**src/rtl/vx_gpr_wb_arbiter.sv**
```systemverilog
// vx_gpr_wb_arbiter: round-robin writeback arbiter feeding the GPR write port
// through a one-entry output register. Null writebacks (rd==0 or tmask==0)
// are accepted but never forwarded. perf_stalls counts cycles where some
// requester is valid but nothing is granted.
// Optional build macro: GPR_WB_FIXED_PRIO_EN selects fixed priority
// (lowest index wins) instead of round-robin.
module vx_gpr_wb_arbiter #(
  parameter int NUM_REQS    = 4,
  parameter int NUM_THREADS = 4,
  parameter int NW_BITS     = 2,
  parameter int NR_BITS     = 5
) (
  input  logic                                clk,
  input  logic                                reset,
  input  logic [NUM_REQS-1:0]                 req_valid,
  input  logic [NUM_REQS*NW_BITS-1:0]         req_wid,
  input  logic [NUM_REQS*NR_BITS-1:0]         req_rd,
  input  logic [NUM_REQS*NUM_THREADS-1:0]     req_tmask,
  input  logic [NUM_REQS*NUM_THREADS*32-1:0]  req_data,
  output logic [NUM_REQS-1:0]                 req_ready,
  output logic                                wb_valid,
  output logic [NW_BITS-1:0]                  wb_wid,
  output logic [NR_BITS-1:0]                  wb_rd,
  output logic [NUM_THREADS-1:0]              wb_tmask,
  output logic [NUM_THREADS*32-1:0]           wb_data,
  input  logic                                wb_ready,
  output logic [31:0]                         perf_stalls
);

  localparam int unsigned PTR_W  = $clog2(NUM_REQS);
  localparam int unsigned DATA_W = NUM_THREADS * 32;

  typedef struct packed {
    logic [NW_BITS-1:0]     wid;
    logic [NR_BITS-1:0]     rd;
    logic [NUM_THREADS-1:0] tmask;
    logic [DATA_W-1:0]      data;
  } wb_entry_t;

  logic             wb_valid_q, wb_valid_d;
  wb_entry_t        wb_entry_q, wb_entry_d;
  logic [31:0]      perf_stalls_q, perf_stalls_d;
  logic [PTR_W-1:0] rr_ptr;
  logic [PTR_W:0]   cand_sum;
  logic [PTR_W-1:0] grant_idx;
  logic             grant_found;
  logic             grant_fire;
  logic             out_free;
  wb_entry_t        sel_entry;
  logic             sel_null;

`ifdef GPR_WB_FIXED_PRIO_EN
  // Fixed priority: the search always starts at requester 0.
  assign rr_ptr = '0;
`else
  logic [PTR_W-1:0] rr_ptr_q, rr_ptr_d;

  assign rr_ptr = rr_ptr_q;

  // Pointer moves one past the winner on every grant, null or not.
  always_comb begin
    rr_ptr_d = rr_ptr_q;
    if (grant_fire) begin
      rr_ptr_d = (grant_idx == PTR_W'(NUM_REQS - 1)) ? '0 : grant_idx + PTR_W'(1);
    end
  end

  // Round-robin pointer register.
  always_ff @(posedge clk) begin
    if (reset) rr_ptr_q <= '0;
    else       rr_ptr_q <= rr_ptr_d;
  end
`endif

  // First valid requester at or after rr_ptr, wrapping modulo NUM_REQS.
  always_comb begin
    grant_found = 1'b0;
    grant_idx   = '0;
    cand_sum    = '0;
    for (int k = 0; k < NUM_REQS; k++) begin
      cand_sum = {1'b0, rr_ptr} + (PTR_W + 1)'(k);
      if (cand_sum >= (PTR_W + 1)'(NUM_REQS)) begin
        cand_sum = cand_sum - (PTR_W + 1)'(NUM_REQS);
      end
      if (!grant_found && req_valid[cand_sum[PTR_W-1:0]]) begin
        grant_found = 1'b1;
        grant_idx   = cand_sum[PTR_W-1:0];
      end
    end
  end

  // Grant qualification and one-hot accept; a full, stalled output blocks everyone.
  always_comb begin
    out_free   = !wb_valid_q || wb_ready;
    grant_fire = grant_found && out_free && !reset;
    req_ready  = '0;
    if (grant_fire) req_ready[grant_idx] = 1'b1;
  end

  // Winner's payload and null classification.
  always_comb begin
    sel_entry.wid   = req_wid[grant_idx*NW_BITS +: NW_BITS];
    sel_entry.rd    = req_rd[grant_idx*NR_BITS +: NR_BITS];
    sel_entry.tmask = req_tmask[grant_idx*NUM_THREADS +: NUM_THREADS];
    sel_entry.data  = req_data[grant_idx*DATA_W +: DATA_W];
    sel_null        = (sel_entry.rd == '0) || (sel_entry.tmask == '0);
  end

  // Output register next state and stall counter.
  always_comb begin
    wb_valid_d    = wb_valid_q;
    wb_entry_d    = wb_entry_q;
    perf_stalls_d = perf_stalls_q;
    if (out_free) begin
      wb_valid_d = 1'b0;
      if (grant_fire && !sel_null) begin
        wb_valid_d = 1'b1;
        wb_entry_d = sel_entry;
      end
    end
    if ((|req_valid) && !grant_fire) begin
      perf_stalls_d = perf_stalls_q + 32'd1;
    end
  end

  // Output register and counter state.
  always_ff @(posedge clk) begin
    if (reset) begin
      wb_valid_q    <= 1'b0;
      wb_entry_q    <= '0;
      perf_stalls_q <= '0;
    end else begin
      wb_valid_q    <= wb_valid_d;
      wb_entry_q    <= wb_entry_d;
      perf_stalls_q <= perf_stalls_d;
    end
  end

  assign wb_valid    = wb_valid_q;
  assign wb_wid      = wb_entry_q.wid;
  assign wb_rd       = wb_entry_q.rd;
  assign wb_tmask    = wb_entry_q.tmask;
  assign wb_data     = wb_entry_q.data;
  assign perf_stalls = perf_stalls_q;

endmodule

```
**config.mk**
```make
export PLATFORM = sky130hd
export DESIGN_NAME = vx_gpr_wb_arbiter
export DESIGN_NICKNAME = d
export VERILOG_FILES = /design/src/rtl/vx_gpr_wb_arbiter.sv
export SDC_FILE = /design/constraint.sdc
export NUM_CORES = 1
export LEC_CHECK = 0
export ABC_AREA = 1
export BUFFER_PORTS_ARGS = -buffer_cell sky130_fd_sc_hd__buf_2
export CORE_AREA = 5 5 287 289
export CTS_CLUSTER_DIAMETER = 60
export CTS_CLUSTER_SIZE = 10
export DETAILED_ROUTE_END_ITERATION = 16
export DIE_AREA = 0 0 292 294
export REMOVE_ABC_BUFFERS = 1
export SLEW_MARGIN = 20
export SYNTH_ARGS = -nofsm -noshare
export SYNTH_HDL_FRONTEND = slang
export SYNTH_SLANG_ARGS = --single-unit
```
**constraint.sdc**
```tcl
create_clock -name clk -period 5.1 [get_ports clk]
set_clock_uncertainty 0.05 [all_clocks]
set_input_delay 1.53 -clock clk [delete_from_list [all_inputs] [get_ports clk]]
set_output_delay 1.53 -clock clk [all_outputs]
set_load 0.1 [all_outputs]
```
### Word-level counts from Yosys, hierarchy flattened

Cells that the tools add are included.

| word-level totals | value |
|---|---|
| output and inout port bits | 176 |
| input port bits | 563 |
| RAM bits | 0 |
| bits in latches | 0 |
| memories | 0 |
| flip-flop bits (word level) | 174 |
| bits in read-only memories | 0 |

| cells by class | value |
|---|---|
| reduce and logical (&&, ||, !) cells | 21 |
| shift operators | 4 |
| div/mod/pow operators | 0 |
| bitwise logic cells | 0 |
| $mul | 1 |
| $add $sub $neg | 9 |
| magnitude comparators | 10 |
| mux-type cells | 25 |
| equality and inequality tests | 1 |

Operator list:

| cell | number |
|---|---|
| $shiftx A512 B10 Y128 | 1 |
| $add A32 B1 Y32 const B | 1 |
| $shiftx A20 B6 Y5 | 1 |
| $mux W2 | 9 |
| $shiftx A16 B5 Y4 | 1 |
| $lt A2 B3 Y1 const B | 5 |
| $mux W1 | 10 |
| $ge A3 B3 Y1 const B | 3 |
| $bmux W1 S2 | 4 |
| $logic_and A1 B1 Y1 | 8 |
| $shiftx A8 B4 Y2 | 1 |
| $sub A2 B1 Y2 const B | 4 |
| $logic_not A1 Y1 | 7 |
| $add A2 B2 Y3 const B | 2 |
| $logic_not A5 Y1 | 1 |
| $mul A2 B3 Y5 const B | 1 |
| $logic_not A4 Y1 | 1 |
| $mux W4 | 1 |
| $reduce_or A4 Y1 | 1 |
| $add A2 B1 Y3 const B | 1 |
| $ge A2 B3 Y1 const B | 1 |
| $add A2 B1 Y2 const B | 1 |
| $demux W1 S2 | 1 |
| $eq A2 B2 Y1 const B | 1 |
| other kinds (3) | 4 |

### Longest topological paths before layout

Gate-level depths: netlist of the first run.

| depth | value |
|---|---|
| depth after elaboration | 21 |
| gate-level depth with buffers | 24 |
| gate-level depth less buffers | 20 |

### Least setup slack after synthesis of the first run

Ideal clock, no wire load.

| timing | value |
|---|---|
| kind | in2out |
| from | input req_valid[3] |
| to | output req_ready[2] |
| setup slack | -0.875 ns |
| stages on the path | 15 |
| data arrival time | 4.395 ns |
| path buffers | 3 |
| cell sequence | inv_1 nand2_1 nand3_1 nand2_1 nor2_2 nand3_1 nand3_1 nand2_1 inv_2 buf_4 buf_2 buf_1 ha_1 inv_1 nor2_1 |

| between the ends | value |
|---|---|
| word-level cells in the longest chain between the ends | 17 |
| elaborated cells between the ends (all ways) | 30 |
| classes of those cells | order compare (2); mux (19); reduce/logical (9) |

Ends and longest elaborated chain:

| element | line | RTL |
|---|---|---|
| start, declared | 15 | `input logic [NUM_REQS-1:0] req_valid,` |
| $bmux W1 S2 | 85 | `if (!grant_found && req_valid[cand_sum[PTR_W-1:0]]) begin` |
| $mux W1 (not written as such) | 85 |  |
| $mux W1 | 85 |  |
| $logic_not A1 Y1 | 85 |  |
| $logic_and A1 B1 Y1 | 85 |  |
| $mux W1 | 85 |  |
| $logic_not A1 Y1 | 85 |  |
| $logic_and A1 B1 Y1 | 85 |  |
| $mux W1 | 85 |  |
| $logic_not A1 Y1 | 85 |  |
| $logic_and A1 B1 Y1 | 85 |  |
| $mux W2 | 85 |  |
| $lt A2 B3 Y1 (not written as such) / $ge A2 B1 Y1 (equally long branches) | 97 | `if (grant_fire) req_ready[grant_idx] = 1'b1;` |
| $logic_and A1 B1 Y1 (not written as such) | 97 |  |
| $mux W1 (not written as such) | 97 |  |
| $demux W1 S2 | 97 |  |
| $mux W4 (*) | 97 |  |
| end, declared | 20 | `output logic [NUM_REQS-1:0] req_ready,` |

Mark *: on every way between the ends. The rest lies on a longest branch, timed or not. The select of a mux whose other input is x is not followed.

### Worst setup path in the final report of the first run

| timing | value |
|---|---|
| from | input req_valid[1] |
| to | output req_ready[2] |

Same word-level chain as after synthesis.

==> results.py, run 1 <==
metrics = {
    "worst_setup_path": {
        "r2r_cells": 22,
        "timing.rr.end": "wb_data[74]",
        "cp_max_fo": 6,
        "cp.arrival_ns": 3.28,
        "crit_chain": "buf_2 > inv_1 > nand2_1 > nand3_1 > nand2_1 > nor2_2 > nand3_1 > nand3_1 > nand2_1 > inv_8 > ha_1 > inv_1 > nor2_1 > buf_12",
        "rrSetupSlack_ns": 1.41,
        "r2r_start": "rr_ptr[0]",
        "start_kind": "primary input",
        "slowest_delay_ns": 0.22,
        "crit_required_ns": 3.52,
        "critPathLaunch": "req_valid[1]",
        "critPathCaptureType": "output port",
        "slowest_stage": "nand2_1",
        "crit_type": "primary input to output port",
    },
    "pwr": {
        "p_per_area_mw_per_mm2": 863,
        "power_leakage_nw": 8.01,
        "irDropWorstVdd_v": 0.000821,
    },
    "sta": {
        "setup-tns-final_ns": 0,
        "slew_viol_final": 0,
        "finalSetupViolCount": 0,
        "max_clock_freq_ghz": 0.206,
        "hold_viol": 0,
        "tightest_slew_ns": 0.885,
        "post-route-period-util_pct": 95.4,
        "final.setup.worst_slack_ns": 0.237,
        "slew_headroom_pct": 41.0,
        "fin_crit_ns": 4.86,
        "rsz0062_at_grt": "no",
    },
    "clocking": {
        "cts_root_buffer": "clkbuf_16",
        "cts_tree": "yes",
        "clk_latency_ns": 0.48,
        "cts_made_buffers": 17,
        "cts_resized": 0,
        "cts_buffer_depth": 2,
        "clk_pin_slew_worst_paths_ns": 0.07,
        "h-tree-depth": 4,
        "cts_sinks": 174,
        "cts_hold_buffers": 0,
        "cts_setup_buffers": 0,
    },
    "logic_synthesis": {
        "ys_types": 38,
        "syn_area_mm2": 0.0120,
        "synthFlopType": "dfxtp_1",
        "synth_seq_cells": 174,
        "synthTopCellsByArea": "dfxtp_1 (29%), o21ai_0 (12%), nor2_1 (11%)",
        "syn_inst": 1871,
        "async_flop_share_pct": 0,
        "ys_seq_area_share_pct": 29.1,
        "synthDominantCellAreaShare_pct": 29.1,
        "ys_warn_count": 0,
        "yosysMostFrequentCell": "nor2_1",
        "synth.avg_cell_area_um2": 6.39,
        "synth-edff-count": 0,
        "synth_commonest_cells": "nor2_1 (364), o21ai_0 (284), nand2_1 (260)",
        "yosysTopAreaCell": "dfxtp_1",
    },
    "route": {
        "first_pass_iters": 7,
        "drtIter0Drc": 610,
        "ant_nets": 0,
        "vias": 14800,
        "vias_per_cell": 4.14,
        "drt_wl_total_um": 56000,
        "drc": 0,
        "detail_route.wl_per_cell_um": 15.7,
    },
    "final_layout": {
        "fin_nets": 3069,
        "drive_above_1_share_pct": 38.5,
        "area_growth_pct": 44.1,
        "final_util_pct": 21.6,
        "design_area_mm2": 0.0172,
        "final_cells": 3576,
    },
    "global_routing": {
        "grt_pass1_wl_um": 82500,
        "grt_max_degree": 159,
        "grt_overflow": 0,
        "track_usage_pct": 12.3,
        "grt_pass1_vias": 14300,
        "grt_antenna_before_repair": 5,
    },
    "min_path": {
        "min_path_type": "flip-flop to flip-flop",
        "min_to": "wb_tmask[1]",
        "hold_start": "wb_tmask[1]",
        "whs_path_depth": 2,
    },
    "place": {
        "placedCellCount": 3542,
        "place_congestion": 0.900,
        "place_hpwl_um": 43500,
        "pre_cts_ws_ns": 0.235,
        "io_buffer_count": 738,
        "placed_area_mm2": 0.0166,
    },
    "floorplan": {
        "row_count": 104,
        "io_pins": 739,
        "core_mm2": 0.0796,
        "start_util_pct": 15.0,
        "die_h_um": 294,
        "die_area_mm2": 0.0858,
        "dieWidth_um": 292,
    },
    "outcome": {
        "status": "finished clean",
    },
    "flow_run": {
        "maxCapViolCount": 0,
    },
}
==> flip-flops by register name (all words and copies together), names as in the netlist <==
signal	cells
wb_rd	5
rr_ptr	2
wb_valid	1
perf_stalls	32
wb_data	128
wb_wid	2
wb_tmask	4
==> worst max-delay path: cells and delay by family <==
kind	cells	cell delay [ns]
AND/OR/NAND/NOR	8	1.02
adder cells (fa/ha/maj)	1	0.14
buffers and inverters	5	0.58
==> cell families (layout without fill, tap and decap cells) <==
kind of cell	Yosys count	after routing	synth area share, %
AOI/OAI and AO/OA	447	447	20.2
xor gates and xnor gates	2	2	0.146
adders and majority gates	5	5	0.523
buffers and inverters	218	861	8.28
DFF	174	174	29.1
other	0	2	0
and+or+nand+nor	1025	1025	41.7
==> placed cells by master, fill, tap and decap left out, drive strengths merged <==
cell	n
a211oi	1
a21oi	24
a221oi	1
a31oi	1
and2	1
buf	766
bufinv	2
clkbuf	17
clkinv	3
clkinvlp	1
dfxtp	174
diode	2
ha	5
inv	72
nand2	265
nand3	31
nand3b	130
nand4	17
nor2	438
nor3	11
nor3b	1
nor4	1
o21a	4
o21ai	286
o22ai	130
or2	130
xnor2	1
xor2	1
==> area by class of cell <==
class / instances / area [um2]
sequential: 174 / 3480
timing repair buffer: 766 / 4050
fill: 9115 / 62400
inverter: 63 / 264
tap: 1060 / 1330
antenna: 2 / 5.00
multi-input combinational: 1479 / 7500
clock buffer: 17 / 425
clock inverter: 15 / 173
==> how the worst max path moves through the flow <==
stage,to,slack (ns),cells past startpoint
floorplan,wb_data[100],-5.16,19
global placement,req_ready[2],0.23,14
CTS,req_ready[2],0.22,14
global route,req_ready[2],0.06,14
finish,req_ready[2],0.24,14
detailed placement,req_ready[2],0.24,14
==> where the power goes <==
part	internal (W)	switching (W)	total, W
combinational	0.00335	0.00807	0.0114
sequential	0.00179	0.000245	0.00203
clock	0.000740	0.000671	0.00141
total	0.00588	0.00898	0.0149
==> per-stage QoR <==
step	hold WS (ns)	total power (W)
2_1_floorplan	0.460	0.0109
3_3_place_gp	0.396	0.0135
3_5_place_dp	0.404	0.0135
4_1_cts	0.425	0.0150
5_1_grt	0.442	0.0162
6_report	0.420	0.0149
==> metal layers <==
layer	track usage (%)	share of wire, %
met5	0	0.039
met4	5.24	3.6
met3	5.03	10
met2	20.2	47
met1	14.1	39
No activity file was read; power rests on OpenSTA's default activity.
==> inputs of run 2 (changes only) <==
--- a/config.mk
+++ b/config.mk
@@ -5,7 +5,6 @@
 export SDC_FILE = /design/constraint.sdc
 export NUM_CORES = 1
 export LEC_CHECK = 0
-export ABC_AREA = 1
 export BUFFER_PORTS_ARGS = -buffer_cell sky130_fd_sc_hd__buf_2
 export CORE_AREA = 5 5 287 289
 export CTS_CLUSTER_DIAMETER = 60
==> run 2 against run 1 <==
Against the previous run:
- total power is 32% lower
- maximum frequency increased by 1.8%
- global-route usage down 0.93 points
- largest power group unchanged
- worst setup slack improved by 0.086 ns
- clock-buffer cell count unchanged
- sequential cell count unchanged
- highest routed layer is now met4
- register-to-register slack better by 0.42 ns
- cell count fell by 8.3%
==> results.py, run 2 <==
metrics = {
    "logic_synthesis": {
        "synth_seq_cells": 174,
        "async_flop_share_pct": 0,
        "synth-edff-count": 0,
        "yosysMostFrequentCell": "nand2_1",
        "syn_inst": 1545,
        "synthFlopType": "dfxtp_1",
        "synth.avg_cell_area_um2": 7.72,
        "ys_types": 41,
        "yosysTopAreaCell": "dfxtp_1",
        "ys_warn_count": 0,
        "syn_area_mm2": 0.0119,
        "synth_commonest_cells": "nand2_1 (552), dfxtp_1 (174), and3_1 (136)",
        "synthDominantCellAreaShare_pct": 29.2,
        "ys_seq_area_share_pct": 29.2,
        "synthTopCellsByArea": "dfxtp_1 (29%), nand2_1 (17%), mux2_4 (15%)",
    },
    "place": {
        "placedCellCount": 3246,
        "pre_cts_ws_ns": 0.319,
        "place_hpwl_um": 41100,
        "place_congestion": 0.918,
        "io_buffer_count": 738,
    },
    "sta": {
        "fin_crit_ns": 4.78,
        "tightest_slew_ns": 0.887,
        "rsz0062_at_grt": "no",
        "slew_viol_final": 0,
        "post-route-period-util_pct": 93.7,
        "final.setup.worst_slack_ns": 0.323,
        "finalSetupViolCount": 0,
        "max_clock_freq_ghz": 0.209,
        "slew_headroom_pct": 40.9,
        "hold_viol": 0,
    },
    "global_routing": {
        "grt_pass1_vias": 13000,
        "grt_antenna_before_repair": 4,
        "grt_max_degree": 131,
        "grt_overflow": 0,
        "track_usage_pct": 11.3,
        "grt_pass1_wl_um": 75700,
    },
    "floorplan": {
        "die_h_um": 294,
        "die_area_mm2": 0.0858,
        "core_mm2": 0.0796,
        "dieWidth_um": 292,
        "row_count": 104,
        "start_util_pct": 15.0,
        "io_pins": 739,
    },
    "min_path": {
        "min_to": "wb_tmask[3]",
        "whs_path_depth": 2,
        "min_path_type": "flip-flop to flip-flop",
        "hold_start": "wb_tmask[3]",
    },
    "clocking": {
        "h-tree-depth": 4,
        "cts_buffer_depth": 2,
        "clk_latency_ns": 0.47,
        "cts_tree": "yes",
        "cts_sinks": 174,
        "cts_made_buffers": 17,
        "cts_resized": 0,
        "cts_setup_buffers": 0,
        "cts_hold_buffers": 0,
        "cts_root_buffer": "clkbuf_16",
        "clk_pin_slew_worst_paths_ns": 0.09,
    },
    "route": {
        "vias_per_cell": 3.99,
        "drtIter0Drc": 512,
        "ant_nets": 0,
        "drc": 0,
        "first_pass_iters": 5,
        "drt_wl_total_um": 52200,
        "detail_route.wl_per_cell_um": 15.9,
        "vias": 13100,
    },
    "final_layout": {
        "area_growth_pct": 44.0,
        "fin_nets": 2773,
        "final_util_pct": 21.6,
        "final_cells": 3280,
        "n_fill_cell": 8949,
        "largest_register_ffs": 128,
        "mostFrequentLayoutCells": "buf_2 (734), nand2_1 (552), dfxtp_1 (174)",
        "final_common_cell": "buf_2",
        "drive_above_1_share_pct": 42.6,
    },
    "flow_run": {
        "maxCapViolCount": 0,
    },
    "pwr": {
        "p_per_area_mw_per_mm2": 592,
        "power_leakage_nw": 8.89,
        "irDropWorstVdd_v": 0.000228,
    },
    "worst_setup_path": {
        "r2r_cells": 10,
        "start_kind": "primary input",
        "crit_required_ns": 3.52,
        "cp.arrival_ns": 3.20,
        "r2r_start": "rr_ptr[1]",
        "cp_max_fo": 10,
        "critPathCaptureType": "output port",
        "timing.rr.end": "wb_data[92]",
        "crit_type": "primary input to output port",
        "rrSetupSlack_ns": 1.83,
    },
    "outcome": {
        "status": "finished clean",
    },
}
run 2: worst max path at each step:
stage	slack (ns)	cells after the start	to	start
2_1_floorplan	-9.18	8	wb_data[54]	req_valid[0]
3_3_place_gp	0.32	8	req_ready[0]	req_valid[2]
3_5_place_dp	0.32	8	req_ready[0]	req_valid[2]
4_1_cts	0.31	8	req_ready[0]	req_valid[2]
5_1_grt	0.23	5	req_ready[0]	req_valid[1]
6_report	0.32	8	req_ready[0]	req_valid[2]
run 2: power breakdown:
part	switching, W	internal (W)	total, W
logic	0.00500	0.00176	0.00676
registers	0.000220	0.00181	0.00203
clock network	0.000710	0.000661	0.00137
run 2: logic make-up (layout without fill, tap and decap cells):
group,after synthesis,count (layout),share of synthesized area (%)
fa+ha+maj,5,5,0.525
compound gates,153,153,8.36
other cells,0,2,0
simple gates,888,888,34.3
buf+inv,137,810,6.77
mux,160,160,18.7
xor+xnor,28,28,2.06
flops,174,174,29.2
run 2: stage by stage:
step / power [W] / area [um2] / hold slack (ns) / setup TNS [ns]
floorplan: 0.00750 / 11200 / 0.419 / -1270.40
global placement: 0.00885 / 16600 / 0.395 / 0
detailed placement: 0.00886 / 16600 / 0.400 / 0
CTS: 0.0103 / 17200 / 0.415 / 0
global route: 0.0107 / 17200 / 0.439 / 0
finish: 0.0102 / 17200 / 0.411 / 0
run 2: critical path, stage by stage:
cell    delay [ns]
buf_2         0.11
inv_1         0.07
nor2_1        0.06
o32a_4        0.46
inv_8         0.09
ha_1          0.13
and2_1        0.25
buf_2         0.49
run 2: metal layers:
metal	GRT usage, %	vias to the layer above	routed length (um)
li1	-	6493	-
met1	13.4	5955	21300
met2	18.7	561	24600
met3	3.76	74	4550
met4	5.13	0	1850
met5	0	-	0
run 2: final cells by class:
class | count | area [um2] | share of cell area [%]
Antenna cell | 2 | 5.00 | 0.0292
Clock buffer | 17 | 425 | 2.48
Clock inverter | 15 | 164 | 0.955
Inverter | 11 | 51.3 | 0.299
Multi-Input combinational cell | 1234 | 7660 | 44.6
Sequential cell | 174 | 3480 | 20.3
Tap cell | 1060 | 1330 | 7.72
Timing Repair Buffer | 767 | 4050 | 23.6
==> inputs of run 3 (changes only) <==
--- a/config.mk
+++ b/config.mk
@@ -6,11 +6,11 @@
 export NUM_CORES = 1
 export LEC_CHECK = 0
 export BUFFER_PORTS_ARGS = -buffer_cell sky130_fd_sc_hd__buf_2
-export CORE_AREA = 5 5 287 289
+export CORE_AREA = 5 5 288 290
 export CTS_CLUSTER_DIAMETER = 60
 export CTS_CLUSTER_SIZE = 10
 export DETAILED_ROUTE_END_ITERATION = 16
-export DIE_AREA = 0 0 292 294
+export DIE_AREA = 0 0 293 295
 export REMOVE_ABC_BUFFERS = 1
 export SLEW_MARGIN = 20
 export SYNTH_ARGS = -nofsm -noshare
==> run 3 against run 2 <==
Against the previous run:
- sequential power hardly changed
- critical path depth stayed put
- cell count stayed put
- critical endpoint unchanged
- maximum frequency is 2.4% higher
- die area is 0.68% higher
- sequential cell count stayed put
- utilization is 0.074 points lower
- hold slack better by 0.013 ns
- register-to-register slack worse by 0.10 ns
- total power hardly changed
- design area is 0.15% higher
==> results.py, run 3 (synthesized netlist as in run 2, its figures left out) <==
metrics = {
    "pwr": {
        "power_leakage_nw": 8.88,
        "p_int_w": 0.00425,
        "p_clk_share_pct": 13.8,
        "p_per_area_mw_per_mm2": 592,
        "swShare_pct": 58.3,
        "switching_power_w": 0.00593,
        "seqPwrFrac_pct": 19.9,
        "combPwrFrac_pct": 66.2,
        "irDropWorstVdd_v": 0.000322,
        "finalPower_w": 0.0102,
    },
    "clocking": {
        "clk_pin_slew_worst_paths_ns": 0.09,
        "cts_root_buffer": "clkbuf_16",
        "cts_resized": 0,
        "cts_buffer_depth": 2,
        "cts_sinks": 174,
        "cts_hold_buffers": 0,
        "clk_latency_ns": 0.47,
        "cts_setup_buffers": 0,
        "h-tree-depth": 4,
        "cts_made_buffers": 17,
        "cts_tree": "yes",
    },
    "final_layout": {
        "area_growth_pct": 44.2,
        "final_util_pct": 21.5,
        "final_common_cell": "buf_2",
        "fin_nets": 2770,
        "drive_above_1_share_pct": 42.5,
        "mostFrequentLayoutCells": "buf_2 (733), nand2_1 (552), dfxtp_1 (174)",
        "largest_register_ffs": 128,
    },
    "route": {
        "detail_route.wl_per_cell_um": 16.0,
        "ant_nets": 0,
        "first_pass_iters": 7,
        "drc": 0,
        "vias": 13100,
        "drt_wl_total_um": 52500,
        "drtIter0Drc": 386,
        "vias_per_cell": 3.99,
    },
    "global_routing": {
        "grt_antenna_before_repair": 7,
        "track_usage_pct": 11.2,
        "grt_pass1_vias": 12900,
        "grt_overflow": 0,
        "grt_pass1_wl_um": 75600,
        "grt_max_degree": 148,
    },
    "floorplan": {
        "start_util_pct": 14.9,
        "core_mm2": 0.0800,
        "die_h_um": 295,
        "die_area_mm2": 0.0864,
        "row_count": 104,
        "io_pins": 739,
        "dieWidth_um": 293,
    },
    "worst_setup_path": {
        "crit_required_ns": 3.52,
        "critPathCaptureType": "output port",
        "start_kind": "primary input",
        "crit_type": "primary input to output port",
        "cp.arrival_ns": 3.08,
        "cp_max_fo": 37,
    },
    "place": {
        "place_congestion": 0.922,
        "io_buffer_count": 738,
        "place_hpwl_um": 41600,
        "pre_cts_ws_ns": 0.427,
    },
    "flow_run": {
        "maxCapViolCount": 0,
    },
    "sta": {
        "finalSetupViolCount": 0,
        "post-route-period-util_pct": 91.5,
        "final.setup.worst_slack_ns": 0.436,
        "hold_viol": 0,
        "rsz0062_at_grt": "no",
        "fin_hold_ws_ns": 0.424,
        "max_clock_freq_ghz": 0.214,
        "slew_headroom_pct": 42.4,
        "tightest_slew_ns": 0.864,
        "slew_viol_final": 0,
        "fin_crit_ns": 4.66,
    },
    "outcome": {
        "status": "finished clean",
    },
    "min_path": {
        "min_path_type": "flip-flop to flip-flop",
    },
}
-- run 3: changes by cell type in the layout (fill, tap and decap cells not counted) --
| cell | before | now |
|---|---|---|
| clkinv_8 | 2 | 7 |
| buf_4 | 22 | 19 |
| clkinv_4 | 3 | 0 |
| diode_2 | 2 | 5 |
| inv_8 | 5 | 3 |
| buf_12 | 10 | 11 |
| buf_2 | 734 | 733 |
| inv_12 | 1 | 0 |
| inv_6 | 5 | 6 |
-- run 3: cell type report --
cell class	instances	area, um2
Antenna cell	5	12.5
Clock buffer	17	425
Clock inverter	15	189
Fill cell	9051	62800
Inverter	11	51.3
Multi-Input combinational cell	1234	7660
Sequential cell	174	3480
Tap cell	1060	1330
Timing Repair Buffer	764	4040
-- run 3: worst max-delay path, cell delays in order --
cell and delay (ns):
buf_2 0.11, inv_1 0.07, nor2_1 0.06, o32a_4 0.47, inv_8 0.24, ha_1 0.19, and2_1 0.20, buf_12 0.20
-- run 3: stage by stage --
stage                     area [um2]   TNS, ns  instances
final                          17200         0       3280
after detailed placement       16600         0       3243
after floorplan                11200  -1270.40       1419
after global routing           17200         0       3279
after global placement         16600         0       3243
after CTS                      17200         0       3275
-- run 3: path summary, 6_finish.rpt --
path | start | end | slack (ns) | cells after the start
max | req_valid[2] | req_ready[0] | 0.44 | 8
min | wb_tmask[2] | wb_tmask[2] | 0.42 | 2
max reg2reg | rr_ptr[0] | wb_data[83] | 1.73 | 10
min reg2reg | wb_tmask[2] | wb_tmask[2] | 0.42 | 2
-- run 3: layer usage --
metal  part of all wire (%)  up-vias  GRT usage [%]
li1                       -     6481              -
met1                     40     6015           13.1
met2                     49      525           19.1
met3                    8.0       71           2.95
met4                    3.5        4           5.35
met5                  0.049        -              0
-- run 3: power by group through the flow --
stage	Combinational, W	Sequential (W)	Clock (W)
after floorplan	0.00233	0.00518	0
after global placement	0.00674	0.00206	0
after detailed placement	0.00678	0.00204	0
after CTS	0.00679	0.00203	0.00149
after global routing	0.00707	0.00209	0.00153
final	0.00674	0.00203	0.00141
